<file path="src/rtl/i2s_pkg.sv">
// Shared constants and types for the I2S playback transmitter.
// Samples are carried MSB-justified in a 24-bit field regardless of SAMPLE_W.
package i2s_pkg;

   localparam int SLOT_BITS    = 32;
   localparam int FRAME_BITS   = 64;
   localparam int MAX_SAMPLE_W = 24;

   typedef logic [5:0] bit_cnt_t;

   typedef struct packed {
      logic [MAX_SAMPLE_W-1:0] left;
      logic [MAX_SAMPLE_W-1:0] right;
   } stereo_t;

   // Slot layout: one leading zero (I2S one-bit delay), sample MSB first, zero pad.
   function automatic logic [FRAME_BITS-1:0] build_frame(input stereo_t s);
      return {1'b0, s.left,  {(SLOT_BITS-1-MAX_SAMPLE_W){1'b0}},
              1'b0, s.right, {(SLOT_BITS-1-MAX_SAMPLE_W){1'b0}}};
   endfunction

endpackage

</file>
<file path="src/rtl/i2s_clk_gen.sv">
// BCLK divider: toggles the bit-clock phase every CLK_DIV clk cycles and
// emits one-cycle strobes in the cycle before BCLK rises or falls.
module i2s_clk_gen #(
   parameter int CLK_DIV = 2
) (
   input  logic clk,
   input  logic rst,
   input  logic enable_i,
   output logic bclk_rise_o,
   output logic bclk_fall_o
);

   localparam int DW = $clog2(CLK_DIV + 1);

   logic [DW-1:0] div_q;
   logic          bclk_q;
   logic          tc;

   assign tc = enable_i && (div_q == DW'(CLK_DIV - 1));

   always_ff @(posedge clk) begin
      if (rst || !enable_i) begin
         div_q  <= '0;
         bclk_q <= 1'b0;
      end else if (tc) begin
         div_q  <= '0;
         bclk_q <= ~bclk_q;
      end else begin
         div_q  <= div_q + 1'b1;
      end
   end

   assign bclk_rise_o = tc && !bclk_q;
   assign bclk_fall_o = tc &&  bclk_q;

endmodule

</file>
<file path="src/rtl/i2s_playback_tx.sv">
// I2S playback transmitter: one-entry holding register feeding a 64-bit frame
// shifter; data and LR clock change only on BCLK falling edges.
module i2s_playback_tx
   import i2s_pkg::*;
#(
   parameter int CLK_DIV  = 2,
   parameter int SAMPLE_W = 24
) (
   input  logic                clk,
   input  logic                rst,
   input  logic                enable,
   input  logic                s_valid,
   output logic                s_ready,
   input  logic [SAMPLE_W-1:0] s_left,
   input  logic [SAMPLE_W-1:0] s_right,
   output logic                ac_bclk,
   output logic                ac_pblrc,
   output logic                ac_reclrc,
   output logic                ac_sdata_o,
   output logic                ac_mute_n,
   output logic                underrun
);

   localparam int PAD = MAX_SAMPLE_W - SAMPLE_W;

   logic bclk_rise, bclk_fall;

   i2s_clk_gen #(.CLK_DIV(CLK_DIV)) u_clk_gen (
      .clk         (clk),
      .rst         (rst),
      .enable_i    (enable),
      .bclk_rise_o (bclk_rise),
      .bclk_fall_o (bclk_fall)
   );

   bit_cnt_t              b_q, b_next;
   stereo_t               hold_q, s_in;
   logic                  hold_vld_q, hold_vld_d;
   logic [FRAME_BITS-1:0] shift_q;
   logic                  bclk_q, lrc_q, sdata_q, mute_q, ready_q, urun_q;
   logic                  accept, load;

   assign s_in.left  = MAX_SAMPLE_W'(s_left)  << PAD;
   assign s_in.right = MAX_SAMPLE_W'(s_right) << PAD;

   assign accept     = s_valid && ready_q;
   assign load       = bclk_fall && (b_q == bit_cnt_t'(FRAME_BITS - 1));
   assign b_next     = b_q + 1'b1;
   // Load consumes the pre-accept contents; an accept in that cycle refills.
   assign hold_vld_d = (hold_vld_q && !load) || accept;

   always_ff @(posedge clk) begin
      if (rst || !enable) begin
         b_q        <= '0;
         hold_q     <= '0;
         hold_vld_q <= 1'b0;
         shift_q    <= '0;
         bclk_q     <= 1'b0;
         lrc_q      <= 1'b0;
         sdata_q    <= 1'b0;
         mute_q     <= 1'b0;
         ready_q    <= 1'b0;
         urun_q     <= 1'b0;
      end else begin
         mute_q     <= 1'b1;
         ready_q    <= !hold_vld_d;
         hold_vld_q <= hold_vld_d;
         urun_q     <= load && !hold_vld_q;
         if (accept)
            hold_q <= s_in;
         if (bclk_rise)
            bclk_q <= 1'b1;
         if (bclk_fall) begin
            bclk_q <= 1'b0;
            b_q    <= b_next;
            lrc_q  <= b_next[5];
            if (load) begin
               shift_q <= hold_vld_q ? build_frame(hold_q) : '0;
               sdata_q <= 1'b0;
            end else begin
               shift_q <= shift_q << 1;
               sdata_q <= shift_q[FRAME_BITS-2];
            end
         end
      end
   end

   assign s_ready    = ready_q;
   assign ac_bclk    = bclk_q;
   assign ac_pblrc   = lrc_q;
   assign ac_reclrc  = lrc_q;
   assign ac_sdata_o = sdata_q;
   assign ac_mute_n  = mute_q;
   assign underrun   = urun_q;

endmodule

</file>
<file path="config.mk">
export PLATFORM = sky130hd
export DESIGN_NAME = i2s_playback_tx
export DESIGN_NICKNAME = d
export VERILOG_FILES = /design/src/rtl/i2s_pkg.sv /design/src/rtl/i2s_clk_gen.sv /design/src/rtl/i2s_playback_tx.sv
export SDC_FILE = /design/constraint.sdc
export NUM_CORES = 1
export LEC_CHECK = 0
export CAP_MARGIN = 15
export CELL_PAD_IN_SITES_DETAIL_PLACEMENT = 0
export CELL_PAD_IN_SITES_GLOBAL_PLACEMENT = 2
export CORE_UTILIZATION = 34
export CTS_CLUSTER_DIAMETER = 60
export DETAILED_ROUTE_END_ITERATION = 7
export HOLD_SLACK_MARGIN = 0.02
export PLACE_DENSITY_LB_ADDON = 0.1
export SLEW_MARGIN = 0
export SYNTH_ARGS = -nofsm -noshare
export SYNTH_HDL_FRONTEND = slang
export SYNTH_SLANG_ARGS = --single-unit
</file>
<file path="constraint.sdc">
create_clock -name clk -period 2.6 [get_ports clk]
set_clock_uncertainty 0.2 [all_clocks]
set_input_delay 0.65 -clock clk [delete_from_list [all_inputs] [get_ports clk]]
set_output_delay 0.65 -clock clk [all_outputs]
set_load 0.005 [all_outputs]
</file>
* After elaboration in Yosys (flattened, before gate mapping)
Cells that the tools add are included.
Operators by class: add/subtract/negate cells 2, eq/ne operators 2, muxes and demuxes 4, bitwise operators 1, reductions and logical operators 16
Operator list (count):
- 2-to-1 mux 63 bit | 2
- logical AND 1 bit | 7
- adder 6 x 1 -> 6 bit (second input constant) | 1
- == test 6 bit (second input constant) | 1
- logical NOT 1 bit | 5
- OR reduction 2 bit | 2
- adder 2 x 1 -> 2 bit (second input constant) | 1
- == test 2 x 1 -> 1 bit (second input constant) | 1
- logical OR 1 bit | 2
- 2-to-1 mux 1 bit | 2
- NOT 1 bit | 1
Storage, ports and cells: register bits after elaboration 127, input bits 52, output and inout port bits 7, word-level logic and storage cells 38

* Longest topological paths before layout
depth in word-level cells 8, gate-level depth with buffers 8, mapped depth without buffers 5

* Modules after synthesis
From an unflattened synthesis, not the netlist that was laid out.
Second synthesis, totals: cells, all modules 588, area, all modules 4774.6 sq um
Modules (own cells, without submodules):
- i2s_playback_tx | times used 1, cells each 575, area an instance 4654.5 sq um, sequential area each 2322.2 sq um
- i2s_clk_gen | times used 1, cells each 13, area an instance 120.1 sq um, sequential area each 60.1 sq um

* Worst setup path before layout
OpenSTA, ideal clock, no wires.
path type input to register, start in rst, end reg shift_q[51], setup time 122 ps, arrival 1610 ps, required time 2278 ps, path slack 668 ps, stages 5, buffers on the path 2, cells stage by stage and4b_1 buf_2 buf_2 and3_1 a221o_1
Between the ends: longest elaborated chain between the ends 1
Ends and longest elaborated chain:
- start, declared | line i2s_playback_tx.sv:10 | input logic rst,
- logical OR 1 bit | line i2s_playback_tx.sv:53 | if (rst || !enable) begin
- end signal, assigned | line i2s_playback_tx.sv:78 | shift_q <= hold_vld_q ? build_frame(hold_q) : '0;
- end signal, assigned | line i2s_playback_tx.sv:81 | shift_q <= shift_q << 1;
- end, declared | line i2s_playback_tx.sv:39 | logic [FRAME_BITS-1:0] shift_q;
Every way passes these cells. A chain may end at the register's enable or synchronous reset.

* Worst setup path in the final report
start in enable, end reg shift_q[26]
Between the ends: longest elaborated chain between the ends 4, elaborated cells between the ends (all ways) 6, those cells by class mux: 1; reduce/logical: 5
Ends and longest elaborated chain:
- start, declared | line i2s_playback_tx.sv:11 | input logic enable,
- logical AND 1 bit | line i2s_clk_gen.sv:19 | assign tc = enable_i && (div_q == DW'(CLK_DIV - 1));
- logical AND 1 bit | line i2s_clk_gen.sv:34 | assign bclk_fall_o = tc && bclk_q;
- logical AND 1 bit | line i2s_playback_tx.sv:47 | assign load = bclk_fall && (b_q == bit_cnt_t'(FRAME_BITS - 1));
- 2-to-1 mux 63 bit | line i2s_playback_tx.sv:77 | if (load) begin
Parallel ways exist; a longest one is shown, timed or not.

==> impl_metrics.json <==
{
  "cp_data_arrival_time_ns": 2.56,
  "area_growth_pct": 26.2,
  "postCtsSetupRepairBufs": 0,
  "clk_transition_reported_paths_ns": 0.05,
  "synth-seq-cells": 119,
  "viasPerCell": 5.36,
  "r2r_slack_ns": 0.26,
  "hold_violations": 0,
  "syn-cell-area_um2": 4920,
  "cts-root-buf": "clkbuf_16",
  "p_sw_uw": 856,
  "p_int_uw": 3270,
  "setup_viol": 0,
  "synth_area_leaders": "dfxtp_1, a221o_1, o211a_1",
  "pwr-share-clk_pct": 50.8,
  "synth.avg_cell_area_um2": 9.02,
  "p_comb_share_pct": 4.4,
  "layout_common_cells": "dfxtp_1, nand2_1, a21oi_1, clkdlybuf4s50_1, and3_1",
  "slew_viol_final": 0,
  "fin_crit_ns": 2.42,
  "cts_sinks": 119,
  "multi_input_area_um2": 2290,
  "yosys.area.top_type_share_pct": 48.4,
  "grt_start_max_net_pins": 51,
  "fp.dieArea_um2": 14900,
  "fmax_ghz": 0.414,
  "ctsHoldBuffers": 0,
  "crit_path_end_kind": "flip-flop",
  "drt-total-wl_mm": 12.1,
  "clk_latency_ns": 0.41,
  "place.port_buffers": 58,
  "cts_inserted_buffers": 17,
  "path_cells": "clkdlybuf4s50_1 > nand4_1 > buf_4 > nor2_4 > a221o_1",
  "fillCellCount": 1397,
  "relSlewSlack_pct": 29.9,
  "synth_sequential_area_ratio_pct": 48.4,
  "die_h_um": 122,
  "drive_above_1_share_pct": 8.08,
  "p_seq_share_pct": 44.8,
  "nets": 636,
  "sw_frac_of_total_pct": 20.7,
  "antennaDiodeCount": 0,
  "die_w_um": 122,
  "synth_largest_area_cell": "dfxtp_1",
  "layout_commonest_cell": "dfxtp_1",
  "clock_path_buffers": 2,
  "design_area_um2": 6200,
  "grt_pass1_vias": 4050,
  "seqCellArea_um2": 2380,
  "post-route-period-util_pct": 92.9,
  "dp_hpwl_mm": 7.15,
  "grt_setup_unrepaired": "false",
  "powerDensity_nw_per_um2": 665,
  "finalSetupTns_ns": 0,
  "tightestPinTransition_ns": 1.05,
  "io_pins": 59,
  "p_leak_uw": 0.00261,
  "p_total_uw": 4130,
  "fin_util_pct": 44.4,
  "crit_required_ns": 2.75,
  "wl_per_cell_um": 15.6,
  "path_max_fanout": 44,
  "gr-usage-all-layers_pct": 17.0,
  "holdWs_ns": 0.233,
  "drt_iter0_markers": 219,
  "gp_congestion": 0.733,
  "cpMaxStageDelayCell": "nor2_4",
  "vias": 4148,
  "ys_warn_count": 0,
  "placementRows": 43,
  "vdd_drop_max_mv": 0.425,
  "grt-ovfl-total": 0,
  "outcome": "finished clean",
  "drc": 0,
  "antenna_found_initial": 0,
  "startpoint_type": "input port",
  "cts_tree": "built",
  "grt_pass1_wl_mm": 19.9,
  "firstDrtPassIters": 4,
  "critPathKind": "input port to flip-flop",
  "critPathMaxStageDelay_ns": 0.78,
  "synth_cell_type_count": 28,
  "maxCapViolCount": 0,
  "syn_nets": 599,
  "h-tree-depth": 4,
  "place_area_um2": 5670,
  "synth_cells": 545,
  "start_util_pct": 35.2,
  "post_cts_resized": 0,
  "core_area_um2": 14000,
  "hold_class": "flip-flop to flip-flop",
  "ant_nets": 0
}
==> Yosys cell counts, drive strengths merged <==
| master | number |
|---|---|
| clkbuf | 29 |
| buf | 29 |
| and4 | 2 |
| nand3 | 7 |
| o211ai | 15 |
| xnor2 | 1 |
| a21oi | 65 |
| ha | 2 |
| nor2 | 4 |
| nand4 | 3 |
| inv | 2 |
| nor3 | 3 |
| or3 | 3 |
| o31ai | 1 |
| or4 | 1 |
| and4b | 1 |
| and2 | 2 |
| and3 | 45 |
| dfxtp | 119 |
| nand2b | 4 |
| nand2 | 115 |
| xor2 | 1 |
| o211a | 44 |
| a221o | 44 |
| o21ai | 3 |
==> stage by stage <==
step | cells | setup WS [ns]
5_1_grt | 774 | 0.0848
6_report | 774 | 0.184
4_1_cts | 774 | 0.187
3_3_place_gp | 743 | -0.189
3_5_place_dp | 743 | -0.236
2_1_floorplan | 545 | 0.668
==> area by class of cell <==
cell class | instances | area share [%]
multi-input cells | 366 | 36.9
repair buffers | 76 | 12.3
flip-flops and latches | 119 | 38.4
inverters | 2 | 0.121
clock inverters | 3 | 0.242
clock buffers | 28 | 8.33
well taps | 180 | 3.63
==> logic make-up after synthesis <==
kind of cell	Yosys count	synth area share (%)
AO/OA/AOI/OAI	172	27.3
XOR/XNOR	2	0.356
adder cells (fa/ha/maj)	2	0.509
buffers and inverters	60	5.34
flip-flops	119	48.4
AND/OR/NAND/NOR	190	18.1
==> power by group through the flow <==
| stage | registers [µW] | clock network, µW | logic, µW |
|---|---|---|---|
| 2_1_floorplan | 1880 | 0 | 70.1 |
| 3_3_place_gp | 1890 | 0 | 183 |
| 3_5_place_dp | 1890 | 0 | 185 |
| 4_1_cts | 1850 | 2150 | 186 |
| 5_1_grt | 1850 | 2230 | 200 |
| 6_report | 1850 | 2100 | 182 |
==> critical path, delay by kind of cell <==
family,cells,cell delay (ns)
AND/OR/NAND/NOR,2,0.89
buffers and inverters,2,0.69
AO/OA/AOI/OAI,1,0.29
==> sequential cells by signal (all words and copies together), names as in the netlist <==
| name | flops |
|---|---|
| u_clk_gen.div_q | 2 |
| hold_vld_q | 1 |
| s_ready | 1 |
| hold_q | 48 |
| u_clk_gen.bclk_q | 1 |
| ac_bclk | 1 |
| shift_q | 56 |
| ac_sdata_o | 1 |
| underrun | 1 |
| ac_mute_n | 1 |
| b_q | 6 |
==> layer usage <==
metal / part of all wire [%] / vias up / wire length (µm) / track usage [%]
met5: 0 / - / 0 / 0
met4: 1.4 / 0 / 168 / 7.09
met3: 3.8 / 14 / 462 / 4.00
met2: 47 / 77 / 5620 / 27.3
met1: 48 / 1985 / 5810 / 21.7
li1: - / 2072 / - / -
==> final timing paths <==
kind	startpoint	endpoint	cells after the start
worst max-delay path	enable	shift_q[26]	5
worst min-delay path	u_clk_gen.div_q[0]	u_clk_gen.div_q[0]	1
worst max register to register	u_clk_gen.div_q[0]	shift_q[26]	5
worst min register to register	u_clk_gen.div_q[0]	u_clk_gen.div_q[0]	1
No activity file was read; power rests on OpenSTA's default activity.
